### src/rtl/clint_multi_if.sv
// AXI4 single-beat MMIO bus bundle for the core-local interruptor.
interface clint_multi_if #(
    parameter int unsigned ID_W = 4
);
    logic            arvalid;
    logic            arready;
    logic [31:0]     araddr;
    logic [ID_W-1:0] arid;
    logic [7:0]      arlen;
    logic [2:0]      arsize;
    logic [1:0]      arburst;

    logic            rvalid;
    logic            rready;
    logic [31:0]     rdata;
    logic [1:0]      rresp;
    logic [ID_W-1:0] rid;
    logic            rlast;

    logic            awvalid;
    logic            awready;
    logic [31:0]     awaddr;
    logic [ID_W-1:0] awid;
    logic [7:0]      awlen;
    logic [2:0]      awsize;
    logic [1:0]      awburst;

    logic            wvalid;
    logic            wready;
    logic [31:0]     wdata;
    logic [3:0]      wstrb;
    logic            wlast;

    logic            bvalid;
    logic            bready;
    logic [1:0]      bresp;
    logic [ID_W-1:0] bid;

    modport master (
        output arvalid, araddr, arid, arlen, arsize, arburst, rready,
        output awvalid, awaddr, awid, awlen, awsize, awburst,
        output wvalid, wdata, wstrb, wlast, bready,
        input  arready, rvalid, rdata, rresp, rid, rlast,
        input  awready, wready, bvalid, bresp, bid
    );

    modport slave (
        input  arvalid, araddr, arid, arlen, arsize, arburst, rready,
        input  awvalid, awaddr, awid, awlen, awsize, awburst,
        input  wvalid, wdata, wstrb, wlast, bready,
        output arready, rvalid, rdata, rresp, rid, rlast,
        output awready, wready, bvalid, bresp, bid
    );
endinterface

### src/rtl/clint_multi.sv
// Multi-hart core-local interruptor: prescaled 64-bit mtime, per-hart mtimecmp
// and msip, all writable over a single-beat AXI4 slave.
module clint_multi #(
    parameter logic [31:0] BASE_ADDR = 32'h1001_0000,
    parameter int unsigned NUM_HARTS = 1,
    parameter int unsigned TICK_DIV  = 1,
    parameter int unsigned ID_W      = 4
) (
    input  logic                 clk,
    input  logic                 rst_n,
    clint_multi_if.slave         bus,
    output logic [NUM_HARTS-1:0] mtip,
    output logic [NUM_HARTS-1:0] msip
);
    localparam int unsigned HW = (NUM_HARTS > 1) ? $clog2(NUM_HARTS) : 1;
    localparam int unsigned PW = (TICK_DIV > 1) ? $clog2(TICK_DIV) : 1;
    localparam logic [11:0] NH = 12'(NUM_HARTS);
    localparam logic [1:0]  RESP_OKAY   = 2'b00;
    localparam logic [1:0]  RESP_SLVERR = 2'b10;

    typedef enum logic [1:0] {K_MSIP, K_CMP, K_TIME} kind_e;

    typedef struct packed {
        logic          ok;
        kind_e         kind;
        logic [HW-1:0] hart;
        logic          hi;
    } dec_t;

    // Address/length decode into register kind, hart index and word half.
    function automatic dec_t decode(input logic [31:0] addr, input logic [7:0] len);
        dec_t        d;
        logic [15:0] off;
        logic [15:0] rel;
        logic [11:0] hidx;
        logic        mapped;
        d      = '0;
        off    = addr[15:0];
        rel    = off - 16'h4000;
        hidx   = '0;
        mapped = 1'b0;
        if (off < 16'h4000) begin
            d.kind = K_MSIP;
            hidx   = off[13:2];
            mapped = (hidx < NH);
        end else if (off < 16'hBFF8) begin
            d.kind = K_CMP;
            hidx   = rel[14:3];
            mapped = (hidx < NH);
        end else if (off[15:3] == 13'h17FF) begin
            d.kind = K_TIME;
            mapped = 1'b1;
        end
        d.hart = HW'(hidx);
        d.hi   = off[2];
        d.ok   = mapped && (addr[31:16] == BASE_ADDR[31:16]) &&
                 (off[1:0] == 2'b00) && (len == 8'd0);
        return d;
    endfunction

    function automatic logic [31:0] merge(input logic [31:0] old, input logic [31:0] wd,
                                          input logic [3:0] strb);
        logic [31:0] m;
        m = old;
        for (int b = 0; b < 4; b++) begin
            if (strb[b]) m[8*b +: 8] = wd[8*b +: 8];
        end
        return m;
    endfunction

    logic [PW-1:0]   presc_q;
    logic [63:0]     mtime_q;
    logic [63:0]     mtimecmp_q [NUM_HARTS];

    logic            rvalid_q;
    logic [31:0]     rdata_q;
    logic [1:0]      rresp_q;
    logic [ID_W-1:0] rid_q;

    logic            aw_seen_q, w_seen_q, bvalid_q;
    logic [31:0]     awaddr_q, wdata_q;
    logic [ID_W-1:0] awid_q, bid_q;
    logic [7:0]      awlen_q;
    logic [3:0]      wstrb_q;
    logic [1:0]      bresp_q;

    logic            tick_c, ar_fire_c, r_fire_c, aw_fire_c, wl_fire_c, wr_go_c;
    logic            awready_c, wready_c;
    logic [31:0]     waddr_c, wdata_c, rd_c;
    logic [ID_W-1:0] wid_c;
    logic [7:0]      wlen_c;
    logic [3:0]      wstrb_c;
    dec_t            rdec_c, wdec_c;
    logic            unused_c;

    assign unused_c  = ^{bus.arsize, bus.arburst, bus.awsize, bus.awburst};

    assign tick_c    = (presc_q == PW'(TICK_DIV - 1));
    assign ar_fire_c = bus.arvalid && !rvalid_q;
    assign r_fire_c  = rvalid_q && bus.rready;
    assign awready_c = !bvalid_q && !aw_seen_q;
    assign wready_c  = !bvalid_q && !w_seen_q;
    assign aw_fire_c = bus.awvalid && awready_c;
    assign wl_fire_c = bus.wvalid && wready_c && bus.wlast;
    assign wr_go_c   = (aw_seen_q || aw_fire_c) && (w_seen_q || wl_fire_c) && !bvalid_q;

    // Write command comes from the latch once captured, else straight off the bus.
    assign waddr_c = aw_seen_q ? awaddr_q : bus.awaddr;
    assign wid_c   = aw_seen_q ? awid_q   : bus.awid;
    assign wlen_c  = aw_seen_q ? awlen_q  : bus.awlen;
    assign wdata_c = w_seen_q  ? wdata_q  : bus.wdata;
    assign wstrb_c = w_seen_q  ? wstrb_q  : bus.wstrb;

    assign rdec_c = decode(bus.araddr, bus.arlen);
    assign wdec_c = decode(waddr_c, wlen_c);

    always_comb begin
        rd_c = '0;
        if (rdec_c.ok) begin
            case (rdec_c.kind)
                K_MSIP:  rd_c = {31'b0, msip[rdec_c.hart]};
                K_CMP:   rd_c = rdec_c.hi ? mtimecmp_q[rdec_c.hart][63:32]
                                          : mtimecmp_q[rdec_c.hart][31:0];
                K_TIME:  rd_c = rdec_c.hi ? mtime_q[63:32] : mtime_q[31:0];
                default: rd_c = '0;
            endcase
        end
    end

    assign bus.arready = !rvalid_q;
    assign bus.rvalid  = rvalid_q;
    assign bus.rdata   = rdata_q;
    assign bus.rresp   = rresp_q;
    assign bus.rid     = rid_q;
    assign bus.rlast   = rvalid_q;
    assign bus.awready = awready_c;
    assign bus.wready  = wready_c;
    assign bus.bvalid  = bvalid_q;
    assign bus.bresp   = bresp_q;
    assign bus.bid     = bid_q;

    // Read channel: one-cycle latency, response held until accepted.
    always_ff @(posedge clk or negedge rst_n) begin
        if (!rst_n) begin
            rvalid_q <= 1'b0;
            rdata_q  <= '0;
            rresp_q  <= RESP_OKAY;
            rid_q    <= '0;
        end else if (ar_fire_c) begin
            rvalid_q <= 1'b1;
            rdata_q  <= rd_c;
            rresp_q  <= rdec_c.ok ? RESP_OKAY : RESP_SLVERR;
            rid_q    <= bus.arid;
        end else if (r_fire_c) begin
            rvalid_q <= 1'b0;
        end
    end

    // Write channel: collect AW and last W in any order, then respond.
    always_ff @(posedge clk or negedge rst_n) begin
        if (!rst_n) begin
            aw_seen_q <= 1'b0;
            w_seen_q  <= 1'b0;
            awaddr_q  <= '0;
            awid_q    <= '0;
            awlen_q   <= '0;
            wdata_q   <= '0;
            wstrb_q   <= '0;
            bvalid_q  <= 1'b0;
            bresp_q   <= RESP_OKAY;
            bid_q     <= '0;
        end else begin
            if (aw_fire_c) begin
                awaddr_q <= bus.awaddr;
                awid_q   <= bus.awid;
                awlen_q  <= bus.awlen;
            end
            if (wl_fire_c) begin
                wdata_q <= bus.wdata;
                wstrb_q <= bus.wstrb;
            end
            if (wr_go_c) begin
                aw_seen_q <= 1'b0;
                w_seen_q  <= 1'b0;
                bvalid_q  <= 1'b1;
                bresp_q   <= wdec_c.ok ? RESP_OKAY : RESP_SLVERR;
                bid_q     <= wid_c;
            end else begin
                if (aw_fire_c) aw_seen_q <= 1'b1;
                if (wl_fire_c) w_seen_q  <= 1'b1;
                if (bvalid_q && bus.bready) bvalid_q <= 1'b0;
            end
        end
    end

    // Prescaled time base; a bus write to either half beats the increment.
    always_ff @(posedge clk or negedge rst_n) begin
        if (!rst_n) begin
            presc_q <= '0;
            mtime_q <= '0;
        end else begin
            presc_q <= tick_c ? '0 : presc_q + PW'(1);
            if (wr_go_c && wdec_c.ok && wdec_c.kind == K_TIME) begin
                if (wdec_c.hi) mtime_q[63:32] <= merge(mtime_q[63:32], wdata_c, wstrb_c);
                else           mtime_q[31:0]  <= merge(mtime_q[31:0], wdata_c, wstrb_c);
            end else if (tick_c) begin
                mtime_q <= mtime_q + 64'd1;
            end
        end
    end

    always_ff @(posedge clk or negedge rst_n) begin
        if (!rst_n) begin
            msip <= '0;
            for (int h = 0; h < NUM_HARTS; h++) mtimecmp_q[h] <= '1;
        end else if (wr_go_c && wdec_c.ok) begin
            if (wdec_c.kind == K_MSIP && wstrb_c[0]) msip[wdec_c.hart] <= wdata_c[0];
            if (wdec_c.kind == K_CMP) begin
                if (wdec_c.hi)
                    mtimecmp_q[wdec_c.hart][63:32] <= merge(mtimecmp_q[wdec_c.hart][63:32],
                                                            wdata_c, wstrb_c);
                else
                    mtimecmp_q[wdec_c.hart][31:0]  <= merge(mtimecmp_q[wdec_c.hart][31:0],
                                                            wdata_c, wstrb_c);
            end
        end
    end

    // Timer compare on current register values, so mtip lags by one cycle.
    always_ff @(posedge clk or negedge rst_n) begin
        if (!rst_n) begin
            mtip <= '0;
        end else begin
            for (int h = 0; h < NUM_HARTS; h++) mtip[h] <= (mtime_q >= mtimecmp_q[h]);
        end
    end
endmodule

### src/flat_wrapper.sv
// flat-port wrapper written by rule: the top's interface ports become plain ports
module clint_multi_flat 
#(
    parameter logic [31:0] BASE_ADDR = 32'h1001_0000,
    parameter int unsigned NUM_HARTS = 1,
    parameter int unsigned TICK_DIV  = 1,
    parameter int unsigned ID_W      = 4
)
  (clk, rst_n, mtip, msip, bus_arvalid, bus_araddr, bus_arid, bus_arlen, bus_arsize, bus_arburst, bus_rready, bus_awvalid, bus_awaddr, bus_awid, bus_awlen, bus_awsize, bus_awburst, bus_wvalid, bus_wdata, bus_wstrb, bus_wlast, bus_bready, bus_arready, bus_rvalid, bus_rdata, bus_rresp, bus_rid, bus_rlast, bus_awready, bus_wready, bus_bvalid, bus_bresp, bus_bid);
  clint_multi_if #(.ID_W(ID_W)) bus_i ();
  input  logic clk;
  input  logic rst_n;
  output logic [NUM_HARTS-1:0] mtip;
  output logic [NUM_HARTS-1:0] msip;
  input wire logic [$bits(bus_i.arvalid)-1:0] bus_arvalid;
  input wire logic [$bits(bus_i.araddr)-1:0] bus_araddr;
  input wire logic [$bits(bus_i.arid)-1:0] bus_arid;
  input wire logic [$bits(bus_i.arlen)-1:0] bus_arlen;
  input wire logic [$bits(bus_i.arsize)-1:0] bus_arsize;
  input wire logic [$bits(bus_i.arburst)-1:0] bus_arburst;
  input wire logic [$bits(bus_i.rready)-1:0] bus_rready;
  input wire logic [$bits(bus_i.awvalid)-1:0] bus_awvalid;
  input wire logic [$bits(bus_i.awaddr)-1:0] bus_awaddr;
  input wire logic [$bits(bus_i.awid)-1:0] bus_awid;
  input wire logic [$bits(bus_i.awlen)-1:0] bus_awlen;
  input wire logic [$bits(bus_i.awsize)-1:0] bus_awsize;
  input wire logic [$bits(bus_i.awburst)-1:0] bus_awburst;
  input wire logic [$bits(bus_i.wvalid)-1:0] bus_wvalid;
  input wire logic [$bits(bus_i.wdata)-1:0] bus_wdata;
  input wire logic [$bits(bus_i.wstrb)-1:0] bus_wstrb;
  input wire logic [$bits(bus_i.wlast)-1:0] bus_wlast;
  input wire logic [$bits(bus_i.bready)-1:0] bus_bready;
  output wire logic [$bits(bus_i.arready)-1:0] bus_arready;
  output wire logic [$bits(bus_i.rvalid)-1:0] bus_rvalid;
  output wire logic [$bits(bus_i.rdata)-1:0] bus_rdata;
  output wire logic [$bits(bus_i.rresp)-1:0] bus_rresp;
  output wire logic [$bits(bus_i.rid)-1:0] bus_rid;
  output wire logic [$bits(bus_i.rlast)-1:0] bus_rlast;
  output wire logic [$bits(bus_i.awready)-1:0] bus_awready;
  output wire logic [$bits(bus_i.wready)-1:0] bus_wready;
  output wire logic [$bits(bus_i.bvalid)-1:0] bus_bvalid;
  output wire logic [$bits(bus_i.bresp)-1:0] bus_bresp;
  output wire logic [$bits(bus_i.bid)-1:0] bus_bid;
  assign bus_i.arvalid = bus_arvalid;
  assign bus_i.araddr = bus_araddr;
  assign bus_i.arid = bus_arid;
  assign bus_i.arlen = bus_arlen;
  assign bus_i.arsize = bus_arsize;
  assign bus_i.arburst = bus_arburst;
  assign bus_i.rready = bus_rready;
  assign bus_i.awvalid = bus_awvalid;
  assign bus_i.awaddr = bus_awaddr;
  assign bus_i.awid = bus_awid;
  assign bus_i.awlen = bus_awlen;
  assign bus_i.awsize = bus_awsize;
  assign bus_i.awburst = bus_awburst;
  assign bus_i.wvalid = bus_wvalid;
  assign bus_i.wdata = bus_wdata;
  assign bus_i.wstrb = bus_wstrb;
  assign bus_i.wlast = bus_wlast;
  assign bus_i.bready = bus_bready;
  assign bus_arready = bus_i.arready;
  assign bus_rvalid = bus_i.rvalid;
  assign bus_rdata = bus_i.rdata;
  assign bus_rresp = bus_i.rresp;
  assign bus_rid = bus_i.rid;
  assign bus_rlast = bus_i.rlast;
  assign bus_awready = bus_i.awready;
  assign bus_wready = bus_i.wready;
  assign bus_bvalid = bus_i.bvalid;
  assign bus_bresp = bus_i.bresp;
  assign bus_bid = bus_i.bid;
  clint_multi #(.BASE_ADDR(BASE_ADDR), .NUM_HARTS(NUM_HARTS), .TICK_DIV(TICK_DIV), .ID_W(ID_W)) u_core (.clk(clk), .rst_n(rst_n), .bus(bus_i), .mtip(mtip), .msip(msip));
endmodule
### config.mk
export PLATFORM = sky130hd
export DESIGN_NAME = clint_multi_flat
export DESIGN_NICKNAME = d
export VERILOG_FILES = /design/src/rtl/clint_multi_if.sv /design/src/rtl/clint_multi.sv /design/src/flat_wrapper.sv
export SDC_FILE = /design/constraint.sdc
export NUM_CORES = 1
export LEC_CHECK = 0
export ABC_CLOCK_PERIOD_IN_PS = 4410
export CORE_ASPECT_RATIO = 1.25
export CORE_MARGIN = 4
export CORE_UTILIZATION = 40
export DETAILED_ROUTE_END_ITERATION = 6
export SETUP_SLACK_MARGIN = 0.4
export SYNTH_ARGS = -nofsm -noshare
export SYNTH_HDL_FRONTEND = slang
export SYNTH_SLANG_ARGS = --single-unit
### constraint.sdc
create_clock -name clk -period 4.41 [get_ports clk]
set_input_delay 0.441 -clock clk [delete_from_list [all_inputs] [get_ports clk]]
set_output_delay 0.441 -clock clk [all_outputs]
set_load 0.005 [all_outputs]
==> flow_summary.yaml, run 1 <==
clock_tree:
  cts_resized: 0
  tritoncts: "yes"
  cts_buffer_depth: 3
  cts_sinks: 256
  ctsHoldBuffers: 0
  h-tree-depth: 1
  insertion_delay_ps: 560
  cts_buffers: 29
  cts_setup_buffers: 0
  path_clk_slew_ps: 60
  cts-root-buf: "clkbuf_16"
floorplan:
  die_area_um2: 40900
  rows: 79
  fp.coreArea_um2: 37300
  die_x_um: 182
  initial_core_util_pct: 40.5
  ioPinCount: 194
  die_h_um: 225
timing:
  report.final.slew_viol_count: 0
  hold_viol_final: 0
  fin_crit_sh_pct: 77.6
  max_freq_ghz: 0.292
  finalCriticalPeriod_ps: 3420
  rsz0062_at_grt: "no"
  slew_headroom_pct: 24.9
  skew_ps: 15.3
  tightest_slew_ps: 1130
  fin_tns_setup_ps: 0
  setup_viol: 0
worst_setup_path:
  crit_arrival_ps: 3900
  endpoint_kind: "flop"
  path_max_fanout: 14
  worstSetupStartpointType: "flop"
  r2r_slack_ps: 990
  cp.required_ps: 4890
  critPathKind: "reg -> reg"
cells_and_area:
  fillCellCount: 3445
  diodes: 0
  syn_to_final_growth_pct: 23.4
  fin_util_pct: 49.9
  layout.nets: 1917
  drive_gt1_share_pct: 15.4
synth:
  synth_seq_area_share_pct: 43.0
  yosysUniqueCellTypes: 71
  syn_inst: 1537
  synth_edf_count: 0
  netlist_area_um2: 15100
  synth-seq-cells: 256
  yosys-top-cells-area: "dfrtp_1 (32%), dfstp_2 (11%), mux2i_1 (8.8%)"
  synth.avg_cell_area_um2: 9.81
  synth_warnings: 0
  synth.top_cell.area_share_pct: 31.9
  synth-main-ff-cell: "dfrtp_1"
  synth_top_area_cell: "dfrtp_1"
  async_flop_share_pct: 100
power:
  intPower_mw: 5.23
  leakage_nw: 8.00
  p_switching_mw: 2.20
  clkPwrFrac_pct: 36.9
  ir_drop_mv: 0.374
  fin_total_pwr_mw: 7.43
  power_density_nw_per_um2: 399
  swShare_pct: 29.6
  p_seq_share_pct: 40.9
  p_comb_share_pct: 22.2
global_routing:
  grt.total_usage_pct: 22.2
  grt_max_degree: 123
  first_global_vias: 13000
  grt_overflow_total: 0
  antenna_found_initial: 0
  grt_first_pass_wirelength_um: 73900
route:
  avgViaCountPerCell: 5.82
  wirelength_um: 46400
  num_vias: 12900
  drtPass1Iterations: 5
  drt-initial-drc-count: 950
  final_antenna_net_count: 0
  drc: 0
  wl_per_cell_um: 20.9
run:
  maxCapViolCount: 0
place:
  port_buffers: 181
  dp_hpwl_um: 34200
  gp_congestion: 0.933
run_status:
  status: "finished clean"
worst_hold_path:
  hp-class: "in -> async"
==> worst paths after layout <==
path,end,from,depth (start not counted)
max,u_core.mtimecmp_q[46],u_core.aw_seen_q,6
min,u_core.awaddr_q[7],rst_n,1
max reg2reg,u_core.mtimecmp_q[46],u_core.aw_seen_q,6
min reg2reg,u_core.awlen_q[4],u_core.awlen_q[4],2
max in group asynchronous,u_core.mtimecmp_q[18],rst_n,2
min in group clk,u_core.awaddr_q[14],bus_awaddr[14],3
==> power by group through the flow <==
stage,clock network [mW],logic (mW),registers (mW)
finish,2.75,1.65,3.04
global route,2.89,1.81,3.10
CTS,2.80,1.67,3.04
detailed placement,0,1.66,3.08
global placement,0,1.63,3.06
floorplan,0,1.08,2.97
==> critical path: stages, from the launching register on <==
cell       delay [ps]
dfrtp_1           710
or4b_1            490
a2bb2oi_1         180
a211oi_1          510
o2111ai_4         380
nor2_2            660
mux2_2            410
==> metrics by stage <==
step | setup slack (ps) | hold WS [ps] | area [µm²] | instances
2_1_floorplan | 1790 | 145 | 15100 | 1538
3_3_place_gp | 785 | 456 | 17500 | 2165
3_5_place_dp | 803 | 456 | 17500 | 2165
4_1_cts | 913 | 37.0 | 18600 | 2218
5_1_grt | 801 | 77.9 | 18600 | 2218
6_report | 989 | 15.4 | 18600 | 2218
==> cells in the mapped netlist, drive strengths merged (12+ instances only) <==
cell type	n
o22ai	36
a22o	32
nand3	37
nor4	45
o21ai	47
a21oi	61
nand4	48
inv	114
buf	12
clkbuf	59
nor2	58
and4	14
ha	65
o32ai	14
dfrtp	192
nor3	39
and3	15
dfstp	64
mux2	88
a211oi	22
nand2	189
mux2i	133
==> layout by cell type, fill, tap and decap left out, types with 8 or more instances in the layout <==
cell / count
buf_4: 30
and2_1: 8
mux2i_1: 133
o21ai_0: 47
a21oi_1: 60
mux2_2: 88
o22ai_1: 36
ha_1: 65
nand4_1: 48
dfrtp_1: 191
clkbuf_16: 29
a221oi_1: 10
nor4b_1: 8
or3_1: 10
a32o_1: 8
o32ai_1: 14
clkbuf_8: 11
a22o_1: 32
and4_1: 14
nor4_1: 45
nor2_1: 51
and3_1: 14
inv_1: 114
nor3_1: 36
nand2_1: 189
a211oi_1: 21
dfstp_2: 64
clkdlybuf4s50_1: 179
nand3_1: 37
==> logic make-up after synthesis <==
group | Yosys count | synth area share (%)
mux | 221 | 15.4
xor+xnor | 1 | 0.0581
buf+inv | 185 | 4.74
flops | 256 | 43.0
compound gates | 310 | 14.6
other cells | 1 | 0.0249
fa+ha+maj | 65 | 5.39
simple gates | 498 | 16.8
==> per-layer routing <==
| metal | up-vias | track usage, % | wire, µm |
|---|---|---|---|
| li1 | 6082 | - | - |
| met1 | 6263 | 28.9 | 19300 |
| met2 | 469 | 37.6 | 22300 |
| met3 | 96 | 3.73 | 3130 |
| met4 | 0 | 7.80 | 1650 |
| met5 | - | 0 | 0 |
==> state kept, by name (all words and copies together) (netlist names), 4 cells and up <==
| register | flops |
|---|---|
| u_core.bus.rdata | 32 |
| u_core.wdata_q | 32 |
| u_core.bus.bid | 4 |
| u_core.awlen_q | 8 |
| u_core.bus.rid | 4 |
| u_core.wstrb_q | 4 |
| u_core.awid_q | 4 |
| u_core.mtimecmp_q | 64 |
| u_core.awaddr_q | 32 |
| u_core.mtime_q | 64 |
==> cell type report <==
type	count	area (µm²)	area share [%]
inverters	114	428	2.30
multi-input cells	1097	7910	42.5
clock inverters	13	218	1.17
clock buffers	40	877	4.71
well taps	486	608	3.27
flip-flops and latches	256	6490	34.9
repair buffers	212	2070	11.1
(Power assumes the default switching activity.)
==> inputs of run 2 (changes only) <==
--- a/config.mk
+++ b/config.mk
@@ -5,7 +5,7 @@
 export SDC_FILE = /design/constraint.sdc
 export NUM_CORES = 1
 export LEC_CHECK = 0
-export ABC_CLOCK_PERIOD_IN_PS = 4410
+export ABC_CLOCK_PERIOD_IN_PS = 3600
 export CORE_ASPECT_RATIO = 1.25
 export CORE_MARGIN = 4
 export CORE_UTILIZATION = 40
==> constraint.sdc (replaced) <==
create_clock -name clk -period 3.6 [get_ports clk]
set_input_delay 0.36 -clock clk [delete_from_list [all_inputs] [get_ports clk]]
set_output_delay 0.36 -clock clk [all_outputs]
set_load 0.005 [all_outputs]
==> run 2 against run 1 <==
  * Combinational power rose by 25%
  * Die area is the same
  * Non-clock buffer count is 35 higher
  * Via count is 1.1% higher
  * Flip-flop and latch count stayed put
  * Register-to-register slack worse by 380 ps
  * Largest cell class unchanged
  * Power rose by 18%
  * Global-route usage grew 0.64 points
  * Clock skew is 1.2 ps higher
  * Sequential share of layout area is 0.35 points lower
  * Clock power grew 9.8%
  * Core utilization is 0.51 points higher
==> flow_summary.yaml, run 2 (synthesized netlist as in run 1, its figures left out) <==
floorplan:
  fp.coreArea_um2: 37300
  die_x_um: 182
  rows: 79
  ioPinCount: 194
  die_area_um2: 40900
  initial_core_util_pct: 40.5
  die_h_um: 225
global_routing:
  grt_max_degree: 109
  first_global_vias: 13400
  grt_overflow_total: 0
  grt_first_pass_wirelength_um: 76000
  grt.total_usage_pct: 22.9
  antenna_found_initial: 0
route:
  drtPass1Iterations: 6
  wl_per_cell_um: 21.1
  wirelength_um: 47500
  num_vias: 13100
  drc: 0
  final_antenna_net_count: 0
  avgViaCountPerCell: 5.79
  drt-initial-drc-count: 729
run:
  maxCapViolCount: 0
worst_setup_path:
  critPathMostFrequentCell: "buf_4"
  crit_slowest_cell: "dfrtp_1"
  cpPeakStageDelay_ps: 510
  r2r_end: "u_core.mtimecmp_q[55]"
  timing.rr.start: "u_core.aw_seen_q"
  critPathLaunch: "u_core.aw_seen_q"
  crit_path_end: "u_core.mtimecmp_q[55]"
  cp.required_ps: 4090
  r2r_slack_ps: 610
  worstSetupStartpointType: "flop"
  crit_arrival_ps: 3480
  critPathKind: "reg -> reg"
  cp_cell_sequence: "buf_4, nor4_1, a2bb2oi_1, a211oi_1, o2111ai_4, buf_12, nor3_4, buf_4, mux2_2"
  r2r_cells: 9
  path_max_fanout: 10
  endpoint_kind: "flop"
power:
  p_switching_mw: 2.71
  leakage_nw: 8.12
  clkPwrFrac_pct: 34.3
  intPower_mw: 6.08
  power_density_nw_per_um2: 468
  p_seq_share_pct: 42.2
  p_comb_share_pct: 23.5
  fin_total_pwr_mw: 8.79
  swShare_pct: 30.8
  ir_drop_mv: 0.434
timing:
  setup_viol: 0
  rsz0062_at_grt: "no"
  fin_tns_setup_ps: 0
  skew_ps: 16.5
  finalCriticalPeriod_ps: 2990
  hold_viol_final: 0
  slew_headroom_pct: 40.0
  report.final.slew_viol_count: 0
  max_freq_ghz: 0.335
  tightest_slew_ps: 900
  fin_crit_sh_pct: 83.0
clock_tree:
  path_clk_slew_ps: 60
  tritoncts: "yes"
  cts_buffer_depth: 3
  cts_sinks: 256
  h-tree-depth: 1
  cts_buffers: 29
  insertion_delay_ps: 570
  cts-root-buf: "clkbuf_16"
cells_and_area:
  syn_to_final_growth_pct: 24.6
  final_cell_mix: "dfrtp_1 (191), nand2_1 (189), clkdlybuf4s50_1 (179)"
  fillCellCount: 3483
  diodes: 0
  reg.largest.list: "u_core.mtime_q: 64 flops, u_core.mtimecmp_q: 64 flops"
  final_common_cell: "dfrtp_1"
  layout.nets: 1952
  drive_gt1_share_pct: 16.7
run_status:
  status: "finished clean"
place:
  port_buffers: 181
  dp_hpwl_um: 35200
  gp_congestion: 0.956
worst_hold_path:
  hp-class: "in -> reg"
-- run 2: cell types whose count changed in the layout (fill, tap and decap cells not counted), moves of 2 or more --
cell | previous run | this run
clkbuf_8 | 11 | 7
clkbuf_1 | 0 | 8
bufinv_16 | 6 | 2
nor2_4 | 2 | 4
buf_12 | 2 | 5
buf_4 | 30 | 61
nor2_2 | 5 | 3
-- run 2: how the worst min path moves through the flow --
stage,start,end,slack (ps),depth (start not counted)
floorplan,rst_n,u_core.aw_seen_q,60,0
global placement,u_core.awlen_q[6],u_core.awlen_q[6],450,2
detailed placement,u_core.awlen_q[6],u_core.awlen_q[6],450,2
CTS,bus_rready,u_core.bus.rlast,310,2
finish,bus_awaddr[14],u_core.awaddr_q[14],340,3
global route,bus_rready,u_core.bus.rlast,310,2
-- run 2: final cells by class --
type	instances	area, µm²	area share [%]
Timing Repair Buffer	247	2370	12.6
Inverter	114	428	2.28
Clock buffer	44	852	4.53
Tap cell	486	608	3.24
Multi-Input combinational cell	1097	7930	42.2
Sequential cell	256	6490	34.5
Clock inverter	10	110	0.586
-- run 2: routing by layer --
layer | up-vias | GRT usage (%) | share of wire (%)
met5 | - | 0 | 0
met4 | 0 | 8.04 | 3.3
met3 | 90 | 3.29 | 5.9
met2 | 402 | 39.2 | 49
met1 | 6409 | 29.7 | 42
li1 | 6157 | - | -
-- run 2: what timing repair did --
| item | in CTS | in global routing |
|---|---|---|
| endpoints found under the setup margin | 1 | 30 |
| pin swaps | 1 | 1 |
| buffers inserted | 1 | 1 |
| endpoints found under the hold margin | 84 | 0 |
| hold buffers | 1 | 0 |
| resized for setup | 0 | 4 |
-- run 2: stage by stage --
step                std cells  setup WS, ps  utilization, %  hold WS, ps  instance area (µm²)
floorplan                1538           978               -         64.4                15100
CTS                      2253           443            50.3          305                18800
finish                   2254           612            50.4          342                18800
global placement         2197           306            47.7          453                17800
detailed placement       2197           295            47.7          454                17800
global route             2254           424            50.4          310                18800
-- run 2: power by group through the flow --
| stage | logic (mW) | clock network, mW | registers (mW) |
|---|---|---|---|
| floorplan | 1.32 | 0 | 3.63 |
| global placement | 2.03 | 0 | 3.73 |
| detailed placement | 2.07 | 0 | 3.75 |
| CTS | 2.08 | 3.10 | 3.71 |
| global route | 2.29 | 3.21 | 3.77 |
| finish | 2.06 | 3.02 | 3.71 |
-- run 2: worst max-delay path: cells and delay by family, from the launching register on --
family | cells | cell delay [ps]
AND/OR/NAND/NOR | 2 | 640
flip-flops | 1 | 510
buffers and inverters | 3 | 630
multiplexers | 1 | 330
AO/OA/AOI/OAI | 3 | 770
==> inputs of run 3 (changes only) <==
--- a/config.mk
+++ b/config.mk
@@ -5,7 +5,7 @@
 export SDC_FILE = /design/constraint.sdc
 export NUM_CORES = 1
 export LEC_CHECK = 0
-export ABC_CLOCK_PERIOD_IN_PS = 3600
+export ABC_CLOCK_PERIOD_IN_PS = 2700
 export CORE_ASPECT_RATIO = 1.25
 export CORE_MARGIN = 4
 export CORE_UTILIZATION = 40
==> constraint.sdc (replaced) <==
create_clock -name clk -period 2.7 [get_ports clk]
set_input_delay 0.27 -clock clk [delete_from_list [all_inputs] [get_ports clk]]
set_output_delay 0.27 -clock clk [all_outputs]
set_load 0.005 [all_outputs]
==> run 3 against run 2 <==
  * Clock skew increased by 8.1 ps
  * Critical path type unchanged
  * Setup slack got worse by 380 ps
  * Sequential share of layout area decreased by 5.0 points
  * Maximum frequency increased by 21%
  * Final cell count increased by 8.3%
  * Flip-flop and latch count unchanged
  * First-iteration DRC count increased by 20%
==> flow_summary.yaml, run 3 (synthesized netlist as in run 1, its figures left out) <==
timing:
  finalCriticalPeriod_ps: 2470
  hold_viol_final: 0
  fin_crit_sh_pct: 91.4
  report.final.slew_viol_count: 0
  slew_headroom_pct: 45.3
  max_freq_ghz: 0.405
  tightest_slew_ps: 797
  skew_ps: 24.6
  rsz0062_at_grt: "yes"
  setup_viol: 0
  hold_ws_ps: 260
cells_and_area:
  final_cell_mix: "nand2_1 (189), dfrtp_1 (182), buf_4 (178), clkdlybuf4s50_1 (178), mux2i_1 (131)"
  layout.nets: 2140
  reg.largest.list: "u_core.mtime_q: 64 flops, u_core.mtimecmp_q: 64 flops"
  fin_util_pct: 59.0
  instances_no_fill: 2441
  drive_gt1_share_pct: 32.9
  syn_to_final_growth_pct: 45.8
  final_common_cell: "nand2_1"
  fillCellCount: 3136
  diodes: 0
floorplan:
  initial_core_util_pct: 40.5
  rows: 79
  die_x_um: 182
  fp.coreArea_um2: 37300
  die_h_um: 225
  ioPinCount: 194
  die_area_um2: 40900
global_routing:
  grt_max_degree: 78
  first_global_vias: 14500
  grt_overflow_total: 0
  grt.total_usage_pct: 24.7
  antenna_found_initial: 0
  grt_first_pass_wirelength_um: 81100
power:
  p_comb_share_pct: 27.0
  p_seq_share_pct: 39.3
  swShare_pct: 31.1
  intPower_mw: 8.61
  power_density_nw_per_um2: 569
  ir_drop_mv: 0.548
  clkPwrFrac_pct: 33.7
  leakage_nw: 9.53
  p_switching_mw: 3.89
worst_setup_path:
  r2r_cells: 11
  cpPeakStageDelay_ps: 380
  timing.rr.start: "u_core.aw_seen_q"
  worstSetupStartpointType: "flop"
  cp_cell_sequence: "buf_6, buf_12, nor4b_4, nand2_1, buf_4, o32ai_2, buf_4, buf_12, nand4_1, a21boi_1, o221a_2"
  critPathLaunch: "u_core.aw_seen_q"
  crit_slowest_cell: "dfrtp_1"
  path_max_fanout: 7
  endpoint_kind: "flop"
  crit_path_end: "u_core.mtime_q[43]"
  cp.required_ps: 3140
  crit_arrival_ps: 2910
  r2r_slack_ps: 230
  critPathKind: "reg -> reg"
  r2r_end: "u_core.mtime_q[43]"
route:
  final_antenna_net_count: 0
  avgViaCountPerCell: 5.79
  wl_met3_um: 3190
  drtPass1Iterations: 5
  wl_per_cell_um: 21.8
  drt-met1-wl_um: 21200
  num_vias: 14100
  top_layer: "met4"
  routed-wl-met2_um: 26700
  drc: 0
  wirelength_um: 53100
  drt-initial-drc-count: 873
place:
  gp_congestion: 0.916
  post-place-cells: 2316
  port_buffers: 181
  dp_hpwl_um: 37400
clock_tree:
  cts_buffer_depth: 3
  path_clk_slew_ps: 60
  cts_buffers: 29
  cts_sinks: 256
  tritoncts: "yes"
  cts-root-buf: "clkbuf_16"
  h-tree-depth: 1
  insertion_delay_ps: 570
run_status:
  status: "finished clean"
worst_hold_path:
  hp-class: "in -> reg"
run:
  maxCapViolCount: 0
run 3: power groups by stage:
stage / sequential [mW] / clock [mW] / combinational [mW]
2_1_floorplan: 4.85 / 0 / 1.83
3_3_place_gp: 4.90 / 0 / 3.03
3_5_place_dp: 4.94 / 0 / 3.07
4_1_cts: 4.91 / 4.29 / 3.31
5_1_grt: 5.00 / 4.45 / 3.66
6_report: 4.91 / 4.22 / 3.37
run 3: final cells by class:
class                           instances  area [µm²]  area share, %
Clock buffer                           39         833           3.79
Clock inverter                         14         178          0.808
Timing Repair Buffer                  434        4380           19.9
Tap cell                              486         608           2.77
Inverter                              114         428           1.95
Sequential cell                       256        6500           29.6
Multi-Input combinational cell       1098        9060           41.2
run 3: how the worst min path moves through the flow:
stage          slack, ps           start             endpoint  cells after the start
6_report             260    bus_awlen[3]    u_core.awlen_q[3]                      3
3_5_place_dp         330           rst_n    u_core.wdata_q[2]                      1
2_1_floorplan        -30           rst_n     u_core.aw_seen_q                      0
3_3_place_gp         320           rst_n    u_core.wdata_q[2]                      1
4_1_cts              240  bus_awaddr[16]  u_core.awaddr_q[16]                      3
5_1_grt              270  bus_awaddr[16]  u_core.awaddr_q[16]                      3
run 3: critical path, delay by kind of cell (launching register included):
kind / cells / cell delay, ps
buffers and inverters: 5 / 720
AND/OR/NAND/NOR: 3 / 550
flip-flops: 1 / 380
AO/OA/AOI/OAI: 3 / 700
run 3: layer usage:
| layer | vias up | GRT usage [%] |
|---|---|---|
| li1 | 6506 | - |
| met1 | 7015 | 30.8 |
| met2 | 482 | 43.6 |
| met3 | 123 | 3.36 |
| met4 | 0 | 9.42 |
| met5 | - | 0 |
run 3: what timing repair did:
| item | 4_1_cts | 5_1_grt |
|---|---|---|
| setup endpoints to repair | 128 | 173 |
| gates resized for setup | 138 | 110 |
| hold buffers | 1 | 0 |
| cloned | 4 | 5 |
| pin swaps | 63 | 58 |
| endpoints found under the hold margin | 55 | 0 |
| buffers inserted | 38 | 24 |
run 3: through the flow:
step	cell area (µm²)	worst slack [ps]	total power, mW	TNS, ps
3_5_place_dp	19000	-201	8.01	-6670
4_1_cts	21200	213	12.5	0
5_1_grt	22000	143	13.1	0
3_3_place_gp	19000	-127	7.93	-1730
6_report	22000	232	12.5	0
2_1_floorplan	15300	237	6.68	0
